### config.mk
export PLATFORM = sky130hd
export DESIGN_NAME = median_writeback_flat
export DESIGN_NICKNAME = d
export VERILOG_FILES = /design/src/rtl/median_pkg.sv /design/src/rtl/median_writeback_if.sv /design/src/rtl/median_raster_counter.sv /design/src/rtl/median_writeback.sv /design/src/flat_wrapper.sv
export SDC_FILE = /design/constraint.sdc
export NUM_CORES = 1
export LEC_CHECK = 0
export CAP_MARGIN = 25
export CORE_UTILIZATION = 50
export DETAILED_ROUTE_END_ITERATION = 10
export PLACE_DENSITY_LB_ADDON = 0.05
export SLEW_MARGIN = 25
export SYNTH_ARGS = -nofsm -noshare
export SYNTH_HDL_FRONTEND = slang
export SYNTH_SLANG_ARGS = --single-unit
### constraint.sdc
create_clock -name clka -period 4.5 [get_ports clka]
set_input_delay 0.675 -clock clka [delete_from_list [all_inputs] [get_ports clka]]
set_output_delay 0.675 -clock clka [all_outputs]
set_load 0.1 [all_outputs]
### src/rtl/median_pkg.sv
// Constants and state type shared by the median filter reader and writer sides.
package median_pkg;

  localparam int ADDR_W = 12;
  localparam int PIX_W  = 8;

  typedef enum logic [1:0] {
    IDLE = 2'd0,
    SCAN = 2'd1,
    DONE = 2'd2
  } state_e;

endpackage

### src/rtl/median_writeback_if.sv
// Median pixel stream in, result RAM port out.
interface median_writeback_if;
  import median_pkg::*;

  logic              pix_valid;
  logic [PIX_W-1:0]  pix_data;
  logic              pix_ready;
  logic              bram_ena;
  logic              bram_wea;
  logic [ADDR_W-1:0] bram_addr;
  logic [PIX_W-1:0]  bram_dina;

  modport slave (
    input  pix_valid, pix_data,
    output pix_ready, bram_ena, bram_wea, bram_addr, bram_dina
  );

  modport master (
    output pix_valid, pix_data,
    input  pix_ready, bram_ena, bram_wea, bram_addr, bram_dina
  );

endinterface

### src/rtl/median_raster_counter.sv
// Raster position tracker: row/col plus a linear address that steps by one, so no multiplier.
module median_raster_counter
  import median_pkg::*;
#(
  parameter int IMG_W     = 13,
  parameter int IMG_H     = 13,
  parameter int BASE_ADDR = 0
) (
  input  logic              clka,
  input  logic              reset,
  input  logic              clear_i,
  input  logic              advance_i,
  output logic [ADDR_W-1:0] addr_o,
  output logic              is_border_o,
  output logic              is_last_o
);

  localparam logic [ADDR_W-1:0] LAST_COL = ADDR_W'(IMG_W - 1);
  localparam logic [ADDR_W-1:0] LAST_ROW = ADDR_W'(IMG_H - 1);
  localparam logic [ADDR_W-1:0] BASE     = ADDR_W'(BASE_ADDR);

  logic [ADDR_W-1:0] row_q, col_q, addr_q;

  assign is_border_o = (row_q == '0) || (row_q == LAST_ROW) ||
                       (col_q == '0) || (col_q == LAST_COL);
  assign is_last_o   = (row_q == LAST_ROW) && (col_q == LAST_COL);
  assign addr_o      = addr_q;

  // The final position holds so the address can never step past the frame.
  always_ff @(posedge clka) begin
    if (!reset) begin
      row_q  <= '0;
      col_q  <= '0;
      addr_q <= '0;
    end else if (clear_i) begin
      row_q  <= '0;
      col_q  <= '0;
      addr_q <= BASE;
    end else if (advance_i && !is_last_o) begin
      addr_q <= addr_q + 1'b1;
      if (col_q == LAST_COL) begin
        col_q <= '0;
        row_q <= row_q + 1'b1;
      end else begin
        col_q <= col_q + 1'b1;
      end
    end
  end

endmodule

### src/rtl/median_writeback.sv
// Writes the median-filtered frame to the result RAM in raster order, filling borders with a constant.
// state | meaning
// IDLE  | waiting for start
// SCAN  | one position per step; fin_q marks the trailing cycle after the last step
// DONE  | frame committed, held until start
module median_writeback
  import median_pkg::*;
#(
  parameter int               IMG_W      = 13,
  parameter int               IMG_H      = 13,
  parameter int               BASE_ADDR  = 0,
  parameter logic [PIX_W-1:0] BORDER_VAL = 8'd0
) (
  input  logic               clka,
  input  logic               reset,
  input  logic               start,
  output logic               busy,
  output logic               done,
  median_writeback_if.slave  wb
);

  if (IMG_W < 3 || IMG_H < 3) begin : g_bad_dims
    $error("median_writeback: IMG_W and IMG_H must be at least 3");
  end
  if (BASE_ADDR + IMG_W * IMG_H > 2 ** ADDR_W) begin : g_bad_range
    $error("median_writeback: frame does not fit in the RAM address space");
  end

  state_e            state_q;
  logic              fin_q, wea_q, busy_q, done_q;
  logic [ADDR_W-1:0] addr_q;
  logic [PIX_W-1:0]  dina_q;

  logic [ADDR_W-1:0] pos_addr;
  logic              is_border, is_last;
  logic              scan_act, step, clear;
  logic [PIX_W-1:0]  dina_d;

  assign scan_act     = (state_q == SCAN) && !fin_q;
  assign wb.pix_ready = scan_act && !is_border;
  assign step         = scan_act && (is_border || wb.pix_valid);
  assign clear        = start && (state_q != SCAN);
  assign dina_d       = is_border ? BORDER_VAL : wb.pix_data;

  median_raster_counter #(
    .IMG_W     (IMG_W),
    .IMG_H     (IMG_H),
    .BASE_ADDR (BASE_ADDR)
  ) u_cnt (
    .clka        (clka),
    .reset       (reset),
    .clear_i     (clear),
    .advance_i   (step),
    .addr_o      (pos_addr),
    .is_border_o (is_border),
    .is_last_o   (is_last)
  );

  // The extra SCAN cycle after the last step lets the final write commit before done.
  always_ff @(posedge clka) begin
    if (!reset) begin
      state_q <= IDLE;
      fin_q   <= 1'b0;
      wea_q   <= 1'b0;
      addr_q  <= '0;
      dina_q  <= '0;
      busy_q  <= 1'b0;
      done_q  <= 1'b0;
    end else begin
      wea_q <= 1'b0;
      case (state_q)
        IDLE, DONE: begin
          if (start) begin
            state_q <= SCAN;
            fin_q   <= 1'b0;
            busy_q  <= 1'b1;
            done_q  <= 1'b0;
          end
        end
        SCAN: begin
          if (fin_q) begin
            state_q <= DONE;
            busy_q  <= 1'b0;
            done_q  <= 1'b1;
          end else if (step) begin
            wea_q  <= 1'b1;
            addr_q <= pos_addr;
            dina_q <= dina_d;
            fin_q  <= is_last;
          end
        end
        default: state_q <= IDLE;
      endcase
    end
  end

  assign wb.bram_wea  = wea_q;
  assign wb.bram_ena  = wea_q;
  assign wb.bram_addr = addr_q;
  assign wb.bram_dina = dina_q;
  assign busy         = busy_q;
  assign done         = done_q;

endmodule

### src/flat_wrapper.sv
// flat-port wrapper written by rule: the top's interface ports become plain ports
module median_writeback_flat import median_pkg::*;
#(
  parameter int               IMG_W      = 13,
  parameter int               IMG_H      = 13,
  parameter int               BASE_ADDR  = 0,
  parameter logic [PIX_W-1:0] BORDER_VAL = 8'd0
)
  (clka, reset, start, busy, done, wb_pix_valid, wb_pix_data, wb_pix_ready, wb_bram_ena, wb_bram_wea, wb_bram_addr, wb_bram_dina);
  median_writeback_if wb_i ();
  input  logic clka;
  input  logic reset;
  input  logic start;
  output logic busy;
  output logic done;
  input wire logic [$bits(wb_i.pix_valid)-1:0] wb_pix_valid;
  input wire logic [$bits(wb_i.pix_data)-1:0] wb_pix_data;
  output wire logic [$bits(wb_i.pix_ready)-1:0] wb_pix_ready;
  output wire logic [$bits(wb_i.bram_ena)-1:0] wb_bram_ena;
  output wire logic [$bits(wb_i.bram_wea)-1:0] wb_bram_wea;
  output wire logic [$bits(wb_i.bram_addr)-1:0] wb_bram_addr;
  output wire logic [$bits(wb_i.bram_dina)-1:0] wb_bram_dina;
  assign wb_i.pix_valid = wb_pix_valid;
  assign wb_i.pix_data = wb_pix_data;
  assign wb_pix_ready = wb_i.pix_ready;
  assign wb_bram_ena = wb_i.bram_ena;
  assign wb_bram_wea = wb_i.bram_wea;
  assign wb_bram_addr = wb_i.bram_addr;
  assign wb_bram_dina = wb_i.bram_dina;
  median_writeback #(.IMG_W(IMG_W), .IMG_H(IMG_H), .BASE_ADDR(BASE_ADDR), .BORDER_VAL(BORDER_VAL)) u_core (.clka(clka), .reset(reset), .start(start), .busy(busy), .done(done), .wb(wb_i));
endmodule
; ---- Word level (Yosys, flattened, before mapping)
; Index checks and enable logic that the tools add are counted.
[word_totals]
out_inout_bits = 25
wordCells = 63
input_bits = 12
register_bits = 62
[op_classes]
addsub = 3
n_reduce_logical = 25
muxes = 15
bitwise = 3
n_eq_ne = 7
[ops]
columns = op, n
row1 = $add A12 B1 Y12 const B, 3
row2 = $eq A12 B4 Y1 const B, 2
row3 = $logic_not A12 Y1, 2
row4 = $mux W12, 1
row5 = $mux W8, 1
row6 = $mux W1, 7
row7 = $logic_and A1 B1 Y1, 6
row8 = $pmux W1 S2, 3
row9 = $reduce_and A2 Y1, 3
row10 = $reduce_and A3 Y1, 2
row11 = $logic_or A1 B1 Y1, 4
row12 = $mux W2, 2
row13 = $ne A2 B1 Y1 const B, 2
row14 = $pmux W2 S2, 1
row15 = $reduce_or A2 Y1, 2
row16 = $logic_not A1 Y1, 3
row17 = $not A1 Y1, 3
row18 = $reduce_or A3 Y1, 1
row19 = $eq A2 B1 Y1 const B, 1
row20 = $eq A2 B2 Y1 const B, 1
row21 = $logic_not A2 Y1, 1
row22 = $ne A2 B2 Y1 const B, 1
row23 = $reduce_bool A2 Y1, 1

; ---- Depth between registers and ports, before layout
[depth]
word_depth = 9
depth_mapped = 9
mapped_depth_nobuf = 7

; ---- By module
; From an unflattened synthesis, not the netlist that was laid out.
[unflattened]
hier_cells = 324
area_unflattened_um2 = 2891.5
[modules_own_cells]
columns = module, instances, cells_each, seq_area_each_um2, area_each_um2
row1 = median_raster_counter, 1, 223, 720.7, 1884.3
row2 = median_writeback, 1, 101, 520.5, 1007.2

; ---- Least setup slack after synthesis
; No wires, ideal clock.
[synth_path]
path_type = flip-flop to flip-flop
startpoint = register u_core.u_cnt.row_q[0]
endpoint = register u_core.dina_q[0], in the netlist u_core.wb.bram_dina[0]
synth_period_minus_slack_ps = 3942
arrival_time_ps = 3879
path_buffers = 1
path_slack_ps = 558
path_stages_with_launch = 9
required_ps = 4438
setup_time_ps = 62
cell_sequence = dfxtp_1 -> inv_1 -> ha_1 -> nor4b_1 -> o2111a_1 -> nor3b_1 -> and3_1 -> buf_1 -> a22o_1
[synth_via]
elab_chain_len = 7
elab_cells_between_ends = 9
classes_between = eq/ne: 1 / mux: 1 / reduce/logical: 7
[synth_rtl]
columns = element, line_no
row1 = start: declaration, median_raster_counter.sv:22  ; logic [ADDR_W-1:0] row_q, col_q, addr_q;
row2 = start signal: assignment, median_raster_counter.sv:43  ; row_q <= row_q + 1'b1;
row3 = $eq A12 B4 Y1 / $logic_not A12 Y1 (equally long branches), median_raster_counter.sv:24  ; assign is_border_o = (row_q == '0) || (row_q == LAST_ROW) ||
row4 = $logic_or A1 B1 Y1 (*) (2 in a row), median_raster_counter.sv:24
row5 = $logic_or A1 B1 Y1 (*), median_raster_counter.sv:25  ; (col_q == '0) || (col_q == LAST_COL);
row6 = $logic_or A1 B1 Y1, median_writeback.sv:41  ; assign step = scan_act && (is_border || wb.pix_valid);
row7 = $logic_and A1 B1 Y1, median_writeback.sv:41
row8 = $reduce_and A3 Y1 (no line), n/a
row9 = end signal: assignment, median_writeback.sv:88  ; dina_q <= dina_d;
row10 = end: declaration, median_writeback.sv:32  ; logic [PIX_W-1:0] dina_q;
; Every way passes the cells marked *; elsewhere a longest branch is shown, timed or not.
; A chain may end at the register's enable or synchronous reset.

; ---- Worst setup path after layout
[layout_path]
startpoint = register u_core.u_cnt.col_q[0]
endpoint = output port wb_pix_ready
[layout_via]
elab_chain_len = 5
elab_cells_between_ends = 6
classes_between = eq/ne: 1 / reduce/logical: 5
[layout_rtl]
columns = element, line_no
row1 = start: declaration, median_raster_counter.sv:22
row2 = start signal: assignment, median_raster_counter.sv:45  ; col_q <= col_q + 1'b1;
row3 = $logic_not A12 Y1, median_raster_counter.sv:25
row4 = $logic_or A1 B1 Y1, median_raster_counter.sv:24
row5 = $logic_or A1 B1 Y1 (*), median_raster_counter.sv:25
row6 = $logic_not A1 Y1 (*), median_writeback.sv:40  ; assign wb.pix_ready = scan_act && !is_border;
row7 = $logic_and A1 B1 Y1 (*), median_writeback.sv:40
row8 = end: declaration, flat_wrapper.sv:18  ; output wire logic [$bits(wb_i.pix_ready)-1:0] wb_pix_ready;
; Marked as above.

==> qor.csv <==
stage,metric,value,unit
placed_design,PortBufs,36,
worst_setup_path,"slowest stage cell, crit path",clkdlybuf4s50_1,
final_layout,Final Non-Filler Cells,448,
clocking,total CTS buffers,9,
power_and_ir_drop,leak pwr,1.14,nW
power_and_ir_drop,pwr/cell area,338,nW/um^2
yosys,Post-synth ARST share,0,%
worst_hold_path,HP Start,u_core.wb.bram_addr[7]$_SDFFE_PN0P_,
final_layout,multi-input logic area,1530,um^2
timing,unrepaired setup endpoints after global routing,false,
clocking,Worst-path clk slew,0.07,ns
route,Via Count,2612,
route,drt first-iter violations,130,
clocking,clk_lat worst skew,0.35,ns
timing,max-slew violations,0,
status,status,"finished, final reports clean",
clocking,clock sink count,62,
final_layout,synth-to-layout area growth,21.6,%
route,First-pass DRT Iterations,4,
clocking,CTS tree,built,
yosys,"EDFF count, synth",0,
clocking,# resized after CTS,0,
route,ANT nets after route,0,
route,DRC,0,
yosys,Syn Inst Count,339,
yosys,Synth area leader,dfxtp_1,
global_route,initial antenna violation count,0,
timing,"Hold Vio Cnt, Final",0,
worst_setup_path,CP Launch Type,flop,
power_and_ir_drop,peak supply drop,249,uV
timing,fmax,0.272,GHz
timing,setup TNS,0,ns
worst_setup_path,Worst Setup SP,u_core.u_cnt.col_q[0]$_SDFFE_PP0P_,
timing,setup violators final,0,
yosys,Synth warnings,0,
global_route,vias in the first global route,2442,
final_layout,Fill cells,519,
worst_setup_path,WS Path Type,reg2out,
worst_setup_path,Worst path max stage delay,0.99,ns
worst_setup_path,R2R cell count,8,
worst_hold_path,Hold WC Path Type,reg2reg,
global_route,first-pass GRT wire length,11000,um
final_layout,"Design Area, Final",3510,um^2
yosys,Area contributors post-synth,"dfxtp_1 (43%), a21oi_1 (8.2%), or4_1 (5.5%), nand2_1 (5.3%), o31ai_1 (5.2%)",
floorplan,Die Wd,78.0,um
placed_design,Placer Congestion,0.792,
timing,Worst-Margin Slew,0.988,ns
route,routed wire length per instance,15.0,um
global_route,GRT Total Usage,23.5,%
floorplan,Die Y,78.0,um
floorplan,Initial Util,52.1,%
floorplan,Ports,37,
clocking,setup repair bufs after CTS,0,
worst_setup_path,reg2reg end,u_core.u_cnt.col_q[11]$_SDFFE_PP0P_,
floorplan,CORE AREA,5540,um^2
clocking,Root Buffer,clkbuf_8,
yosys,Yosys top cell area share,43.0,%
worst_setup_path,"setup slack, reg-to-reg",1.51,ns
yosys,register bit total from synthesis,62,
placed_design,dpl cells,432,
timing,skew final,0.00826,ns
final_layout,n_diodes,0,
worst_hold_path,Hold Path Cell Cnt,2,
worst_setup_path,Critical Path AT,3.00,ns
power_and_ir_drop,Final Power,0.00118,W
yosys,Avg Inst Size Synth,8.51,um^2
final_layout,Reg area,1240,um^2
timing,Max-slew headroom,33.9,%
worst_setup_path,CP Capture Type,primary output,
timing,fin crit period,3.67,ns
route,drt total wl,6710,um
clocking,hold_buf cts,0,
yosys,syn_nets,356,
worst_setup_path,Required @ worst endpoint,3.83,ns
yosys,Cell variety after synth,45,
clocking,htree depth,3,
yosys,"Top FF cell, synth",dfxtp_1,
worst_setup_path,CP Cell Sequence,inv_1 -> ha_1 -> or4b_4 -> nor4_4 -> nor3b_1 -> clkdlybuf4s50_1,
clocking,CTS max path bufs,2,
timing,fin crit share,81.6,%
global_route,largest net degree at the start of global routing,47,
yosys,sequential element share of the synthesized area,43.0,%
yosys,Post-Synthesis Cell Area,2890,um^2
placed_design,Post-DP HPWL,4440,um
final_layout,Layout Nets,388,
worst_hold_path,hold worst-path end,u_core.wb.bram_addr[7]$_SDFFE_PN0P_,
route,vias per inst,5.83,
floorplan,cell row count,27,
job,Max Cap Viol,0,
placed_design,dpl cell area,3290,um^2
worst_setup_path,Critical R2R Launch,u_core.u_cnt.col_q[0]$_SDFFE_PP0P_,
floorplan,Die Area,6080,um^2
global_route,global route overflow,0,
final_layout,share of cells above drive strength 1,7.18,%
worst_setup_path,critical path peak fanout,6,
-- worst max-delay path by stage --
| stage | to |
|---|---|
| after floorplan | u_core.wb.bram_dina[0]$_SDFFE_PN0P_ |
| after global placement | wb_pix_ready |
| after detailed placement | wb_pix_ready |
| after CTS | wb_pix_ready |
| after global routing | wb_pix_ready |
| final | wb_pix_ready |
-- power by group --
| part | switching (W) | internal, W |
|---|---|---|
| combinational | 0.0000601 | 0.0000257 |
| clock | 0.000232 | 0.000311 |
| sequential | 0.00000354 | 0.000552 |
| total | 0.000296 | 0.000889 |
-- per-layer routing --
metal  part of all wire, %  track usage, %  up-vias  wire length (um)
met5                     0               0        -                 0
met2                    46            37.0       50              3110
met1                    48            30.2     1232              3230
met3                   3.7            5.18       11               250
li1                      -               -     1319                 -
met4                   1.8            12.2        0               121
-- worst max-delay path, delay by kind of cell, from the launching register on --
kind                       cells  cell delay (ns)
adders and majority gates      1             0.13
buffers and inverters          2             1.07
DFF                            1             0.36
and+or+nand+nor                3             1.08
-- cells by family after synthesis --
logic type                 synth area share [%]
xor gates and xnor gates                   1.21
and+or+nand+nor                            28.4
DFF                                        43.0
muxes                                     0.694
buffers and inverters                      4.38
adders and majority gates                  2.17
AOI/OAI and AO/OA                          20.1
-- layout make-up --
type | count | area share [%]
well taps | 72 | 2.57
inverters | 10 | 1.07
flip-flops and latches | 62 | 35.4
clock inverters | 6 | 2.46
repair buffers | 41 | 11.3
clock buffers | 10 | 3.64
multi-input cells | 247 | 43.5
-- registers in the layout, indices dropped and copies added, names as in the netlist --
register / count
u_core.u_cnt.col_q: 12
u_core.busy: 1
u_core.wb.bram_addr: 12
u_core.done: 1
u_core.wb.bram_ena: 1
u_core.fin_q: 1
u_core.wb.bram_dina: 8
u_core.u_cnt.row_q: 12
u_core.u_cnt.addr_o: 12
u_core.state_q: 2
-- cell usage after synthesis, drive strengths merged (3+ instances only) --
| library cell | count |
|---|---|
| and3 | 9 |
| clkbuf | 9 |
| nor2 | 18 |
| ha | 5 |
| buf | 11 |
| nand2b | 3 |
| nand2 | 41 |
| o31ai | 21 |
| o21ai | 12 |
| xor2 | 3 |
| a21oi | 47 |
| inv | 10 |
| a22o | 8 |
| nand4 | 10 |
| nor4 | 4 |
| nand3 | 12 |
| or4 | 21 |
| dfxtp | 62 |
| and2 | 4 |
| or3 | 6 |
-- metrics by stage --
step | hold slack, ns | util [%] | setup slack [ns]
2_1_floorplan | 0.438 | - | 0.558
3_3_place_gp | 0.442 | 59.4 | 1.27
3_5_place_dp | 0.448 | 59.4 | 1.23
4_1_cts | 0.456 | 63.3 | 0.841
5_1_grt | 0.475 | 63.3 | 0.772
6_report | 0.453 | 63.3 | 0.830
-- cells in the final DEF, fill, tap and decap left out, types with 9 or more instances in the layout --
| master | Yosys | layout |
|---|---|---|
| dfxtp_1 | 62 | 62 |
| a21oi_1 | 47 | 47 |
| nand2_1 | 41 | 41 |
| clkdlybuf4s50_1 | 0 | 36 |
| or4_1 | 21 | 21 |
| o31ai_1 | 20 | 20 |
| nor2_1 | 18 | 18 |
| nand3_1 | 12 | 12 |
| o21ai_0 | 11 | 11 |
| inv_1 | 10 | 10 |
| nand4_1 | 10 | 10 |
| and3_1 | 9 | 9 |
| clkbuf_8 | 0 | 9 |
Note: power is estimated with default switching activity, not from simulation.
